`src/rtl/cycle_countdown_pkg.sv`:
```
// Shared constants for the multdiv iteration countdown.
// State encoding and the default iteration count used by callers.
package cycle_countdown_pkg;

  localparam logic [1:0] IDLE = 2'b00;
  localparam logic [1:0] RUN  = 2'b01;
  localparam logic [1:0] DONE = 2'b10;
  localparam logic [1:0] BAD  = 2'b11;

  localparam int MULTDIV_ITERATIONS = 32;

endpackage

```
`src/rtl/cycle_countdown_if.sv`:
```
// Control/status bundle between the multdiv FSM and the countdown.
// master = controller side, slave = countdown side.
interface cycle_countdown_if #(
  parameter int WIDTH = 6
) ();

  logic             start;
  logic             use_default;
  logic [WIDTH-1:0] load_val;
  logic             en;
  logic             abort;
  logic [WIDTH-1:0] count;
  logic             busy;
  logic             last;
  logic             done;

  modport master (
    output start,
    output use_default,
    output load_val,
    output en,
    output abort,
    input  count,
    input  busy,
    input  last,
    input  done
  );

  modport slave (
    input  start,
    input  use_default,
    input  load_val,
    input  en,
    input  abort,
    output count,
    output busy,
    output last,
    output done
  );

endinterface

```
`src/rtl/cycle_countdown_dec_reg.sv`:
```
// Down-counting register: async clear, sync load, decrement enable.
// Load wins over decrement.
module cycle_countdown_dec_reg #(
  parameter int WIDTH = 6
) (
  input  logic             clk,
  input  logic             clr,
  input  logic             load,
  input  logic             dec,
  input  logic [WIDTH-1:0] d,
  output logic [WIDTH-1:0] q
);

  always_ff @(posedge clk or negedge clr) begin
    if (!clr) begin
      q <= '0;
    end else if (load) begin
      q <= d;
    end else if (dec) begin
      q <= q - WIDTH'(1);
    end
  end

endmodule

```
`src/rtl/cycle_countdown.sv`:
```
// Loadable countdown with start/busy/done handshake for multdiv.
// Top holds only the IDLE/RUN/DONE FSM and output decode.
module cycle_countdown
  import cycle_countdown_pkg::*;
#(
  parameter int WIDTH        = 6,
  parameter int DEFAULT_LOAD = MULTDIV_ITERATIONS
) (
  input logic              clk,
  input logic              clr,
  cycle_countdown_if.slave bus
);

  if (DEFAULT_LOAD < 0 || DEFAULT_LOAD >= (1 << WIDTH)) begin : g_bad_default
    $error("DEFAULT_LOAD does not fit in WIDTH bits");
  end

  localparam logic [WIDTH-1:0] DEF_LOAD = WIDTH'(DEFAULT_LOAD);
  localparam logic [WIDTH-1:0] ONE      = WIDTH'(1);

  logic [1:0]       state;
  logic [1:0]       state_nx;
  logic [WIDTH-1:0] count;
  logic [WIDTH-1:0] sel_val;
  logic [WIDTH-1:0] ld_val;
  logic             ld;
  logic             dec;
  logic             is_idle;
  logic             is_run;
  logic             is_done;

  assign is_idle = (state == IDLE);
  assign is_run  = (state == RUN);
  assign is_done = (state == DONE);

  assign sel_val = bus.use_default ? DEF_LOAD : bus.load_val;

  always_comb begin
    state_nx = state;
    ld       = 1'b0;
    ld_val   = '0;
    dec      = 1'b0;
    if (bus.abort) begin
      state_nx = IDLE;
      ld       = 1'b1;
    end else begin
      unique case (1'b1)
        is_idle, is_done: begin
          state_nx = IDLE;
          if (bus.start) begin
            ld       = 1'b1;
            ld_val   = sel_val;
            // a zero load skips RUN and reports done straight away
            state_nx = (sel_val != '0) ? RUN : DONE;
          end
        end
        is_run: begin
          if (bus.en) begin
            dec = 1'b1;
            if (count == ONE) begin
              state_nx = DONE;
            end
          end
        end
        default: begin
          state_nx = IDLE;
          ld       = 1'b1;
        end
      endcase
    end
  end

  always_ff @(posedge clk or negedge clr) begin
    if (!clr) begin
      state <= IDLE;
    end else begin
      state <= state_nx;
    end
  end

  cycle_countdown_dec_reg #(
    .WIDTH (WIDTH)
  ) u_dec_reg (
    .clk  (clk),
    .clr  (clr),
    .load (ld),
    .dec  (dec),
    .d    (ld_val),
    .q    (count)
  );

  assign bus.count = count;
  assign bus.busy  = is_run;
  assign bus.done  = is_done;
  assign bus.last  = is_run && (count == ONE);

endmodule

```
`src/flat_wrapper.sv`:
```
// flat-port wrapper written by rule: the top's interface ports become plain ports
module cycle_countdown_flat import cycle_countdown_pkg::*;
#(
  parameter int WIDTH        = 6,
  parameter int DEFAULT_LOAD = MULTDIV_ITERATIONS
)
  (clk, clr, bus_start, bus_use_default, bus_load_val, bus_en, bus_abort, bus_count, bus_busy, bus_last, bus_done);
  cycle_countdown_if #(.WIDTH(WIDTH)) bus_i ();
  input logic clk;
  input logic clr;
  input wire logic [$bits(bus_i.start)-1:0] bus_start;
  input wire logic [$bits(bus_i.use_default)-1:0] bus_use_default;
  input wire logic [$bits(bus_i.load_val)-1:0] bus_load_val;
  input wire logic [$bits(bus_i.en)-1:0] bus_en;
  input wire logic [$bits(bus_i.abort)-1:0] bus_abort;
  output wire logic [$bits(bus_i.count)-1:0] bus_count;
  output wire logic [$bits(bus_i.busy)-1:0] bus_busy;
  output wire logic [$bits(bus_i.last)-1:0] bus_last;
  output wire logic [$bits(bus_i.done)-1:0] bus_done;
  assign bus_i.start = bus_start;
  assign bus_i.use_default = bus_use_default;
  assign bus_i.load_val = bus_load_val;
  assign bus_i.en = bus_en;
  assign bus_i.abort = bus_abort;
  assign bus_count = bus_i.count;
  assign bus_busy = bus_i.busy;
  assign bus_last = bus_i.last;
  assign bus_done = bus_i.done;
  cycle_countdown #(.WIDTH(WIDTH), .DEFAULT_LOAD(DEFAULT_LOAD)) u_core (.clk(clk), .clr(clr), .bus(bus_i));
endmodule
```
`config.mk`:
```
export PLATFORM = sky130hd
export DESIGN_NAME = cycle_countdown_flat
export DESIGN_NICKNAME = d
export VERILOG_FILES = /design/src/rtl/cycle_countdown_pkg.sv /design/src/rtl/cycle_countdown_if.sv /design/src/rtl/cycle_countdown_dec_reg.sv /design/src/rtl/cycle_countdown.sv /design/src/flat_wrapper.sv
export SDC_FILE = /design/constraint.sdc
export NUM_CORES = 1
export LEC_CHECK = 0
export ABC_AREA = 1
export CORE_MARGIN = 8
export CORE_UTILIZATION = 45
export CTS_CLUSTER_SIZE = 24
export DETAILED_ROUTE_END_ITERATION = 8
export PLACE_DENSITY = 0.8
export SETUP_SLACK_MARGIN = 0.4
export SYNTH_ARGS = -nofsm -noshare
export SYNTH_HDL_FRONTEND = slang
export SYNTH_SLANG_ARGS = --single-unit
```
`constraint.sdc`:
```
create_clock -name clk -period 2.9 [get_ports clk]
set_clock_uncertainty 0.1 [all_clocks]
set_input_delay 0.58 -clock clk [delete_from_list [all_inputs] [get_ports clk]]
set_output_delay 0.58 -clock clk [all_outputs]
set_load 0.01 [all_outputs]
```
==> summary.md <==
| Metric | Value |
|---|---|
| Setup repair bufs after CTS | 0 |
| Crit share post-route | between 70% and 80% |
| Hold Crit Class | flop to flop |
| Die height | around 52 µm |
| Total GRT Usage | about 12% |
| Most frequent cells in the layout | nand2_1 (24), clkdlybuf4s50_1 (19), nor2_1 (14) |
| Die W | 52.3 µm |
| Share of the synthesized area in the top cell type | approximately a third |
| Critical Path End Type | output port |
| Hold WS | about 440 ps |
| Vias | roughly 640 |
| Initial core utilization | between 40 and 50% |
| Crit path max-delay cell type | clkdlybuf4s50_1 |
| FF+latch count, synth | 8 |
| Peak VDD IR | 0.292 mV |
| Clock buffer depth | 2 |
| Vias in the first global route | 581 |
| Post-Synthesis Cells | 89 |
| Buf/Inv on CP | 2 |
| Core box area | between 1000 and 1500 µm² |
| Slew margin rel. | between 70% and 80% |
| CP Class | flop to output port |
| Diodes inserted | 0 |
| Sw frac | between 30% and 40% |
| R2R setup slack | 1540 ps |
| Die area | 2730 µm² |
| CP cell instances | inv_2 -> nor2_4 -> clkdlybuf4s50_1 |
| Drt first-iter violations | 16 |
| Outcome | finished clean |
| Min Tclk post-route | between 2000 and 2500 ps |
| Setup TNS | 0 ps |
| Hold EP | u_core.u_dec_reg.q[1] |
| # rows | 13 |
| Unrepaired setup endpoints after global routing | false |
| Initial antenna violation count | 0 |
| Worst r2r src | u_core.u_dec_reg.q[0] |
| Critical Path Max Stage Delay | 540 ps |
| Wire length per cell | approximately 12 µm |
| Comb pwr share | between 40% and 50% |
| Avg Cell Area, Syn | between 6 and 7 µm² |
| Input/output buffers | 20 |
| Synth Warn # | 0 |
| Hold Path Cell Cnt | 2 |
| Internal Power | 0.273 mW |
| Synth Net Count | 103 |
| Pin count of the biggest net entering global routing | 9 |
| Levels on crit path | 3 |
| Top post-synthesis cells by area | dfrtp_1 (34%), nand2_1 (15%), nor2_1 (9.5%) |
| Worst r2r dst | u_core.u_dec_reg.q[2] |
| Synth Cell Area | between 500 and 600 µm² |
| Htree depth | 1 |
| Startpoint types | flop |
| Pleak | a little over 0.4 nW |
| CTS clk-pin slew, worst paths | ~60 ps |
| Final Net Count | around 130 |
| Clock latency on the worst-skew pair | ~260 ps |
| Share of cells above drive strength 1 | under 10% |
| CTS tree | yes |
| DR pass1 iterations | 4 |
| Slew Limit Fails | 0 |
| Detail Placement HPWL | 1280 µm |
| Min-delay src | u_core.u_dec_reg.q[1] |
| Final hold violations | 0 |
| Max Fanout on Critical Path | 4 |
| Switch Pwr | between 0.15 and 0.2 mW |
| Hold-fix buffers at CTS | 0 |
| Syn-to-layout area delta | 41.6% |
| Post-route ant nets | 0 |
| Crit path max-delay family | buffers and inverters |
| DRT Wirelength | approximately 1500 µm |
| Root Driver | clkbuf_4 |
| GPL Wtd Cong | roughly 0.86 |
| Slew @ Worst Pin | between 300 and 400 ps |
| First-pass GRT wire length | roughly 2600 µm |
| Peak Freq | 477 MHz |
| Critical path required time | approximately 2200 ps |
| Commonest non-fill, non-tap cell in the layout | nand2_1 |
| Final setup violating endpoints | 0 |
| Unique masters post-synth | 17 |
| Sink Count | 8 |
| Num CTS Buffers | 3 |
| Arrival @ worst endpoint | between 1000 and 1500 ps |
| Vias/cell | between 5 and 6 |
| Overall power | ~0.44 mW |
| Yosys top cell by area | dfrtp_1 |
| Pwr/cell area | roughly 520 nW/µm² |
| Reg2reg path depth | 6 |
| Seq/Total Area, Yosys | 33.8% |
| Global route total overflow | 0 |
| I/O pin total | 21 |
| DRC | 0 |
| Core Util, Final | ~66% |
| Seq pwr share | approximately 37% |
| Post-CTS sizing | 0 |
| Max-Cap Viols | 0 |
| Clock power frac | between 20% and 30% |
## synth_stat cells
master,count
nor2_4,2
nand3_1,7
xnor2_1,1
nor2_1,15
o21ai_0,7
nand2_2,1
o21bai_1,1
inv_2,2
a21oi_1,4
ha_1,2
o211ai_1,1
nand3_2,2
nor3_1,2
inv_1,9
dfrtp_1,8
nand2_1,24
nand4_1,1
## power by group through the flow
stage	Sequential, mW	Clock [mW]	Combinational (mW)
floorplan	0.165	0	0.0991
global placement	0.160	0	0.185
detailed placement	0.161	0	0.188
CTS	0.159	0.0867	0.189
global route	0.164	0.0979	0.212
finish	0.160	0.0881	0.188
## final cells by class
| class | count | area, µm² |
|---|---|---|
| repair buffers | 20 | 203 |
| well taps | 15 | 18.8 |
| clock buffers | 3 | 22.5 |
| inverters | 11 | 41.3 |
| multi-input cells | 70 | 353 |
| fillers | 118 | 430 |
| flip-flops and latches | 8 | 200 |
## logic make-up after synthesis
family	count (synthesis)	share of synthesized area (%)
adder cells (fa/ha/maj)	2	4.23
AND/OR/NAND/NOR	54	41.6
AO/OA/AOI/OAI	13	11.8
XOR/XNOR	1	1.48
buffers and inverters	11	6.98
flip-flops	8	33.8
## sequential cells by signal, summed over array words and instances (netlist names)
register / flops
u_core.state: 2
u_core.u_dec_reg.q: 6
## worst reg2reg max path, stage by stage, from the launching register on
cell     delay (ps)
dfrtp_1         410
inv_1           160
ha_1            230
xnor2_1         140
o21ai_0          90
nand2_1          70
nand2_1          50
## how the worst max path moves through the flow
stage | startpoint | end | slack [ps]
3_3_place_gp | u_core.u_dec_reg.q[2] | bus_last | 760
6_report | u_core.state[0] | bus_busy | 800
3_5_place_dp | u_core.u_dec_reg.q[2] | bus_last | 710
2_1_floorplan | u_core.u_dec_reg.q[2] | bus_last | 1200
5_1_grt | u_core.u_dec_reg.q[1] | bus_last | 670
4_1_cts | u_core.u_dec_reg.q[2] | bus_last | 430
## per-layer routing
metal / part of all wire (%) / GRT usage, % / up-vias / wire (µm)
met3: 7.2 / 5.11 / 4 / 112
met5: 0 / 0 / - / 0
met1: 45 / 15.1 / 279 / 697
met4: 2.3 / 6.47 / 0 / 35
li1: - / - / 335 / -
met2: 45 / 18.4 / 19 / 704
## metrics by stage
step / instances / worst slack (ps) / cell area [µm²]
CTS: 127 / 429 / 833
detailed placement: 124 / 713 / 811
global route: 127 / 673 / 838
floorplan: 89 / 1200 / 592
finish: 127 / 804 / 838
global placement: 124 / 764 / 811
No activity file was read; power rests on OpenSTA's default activity.
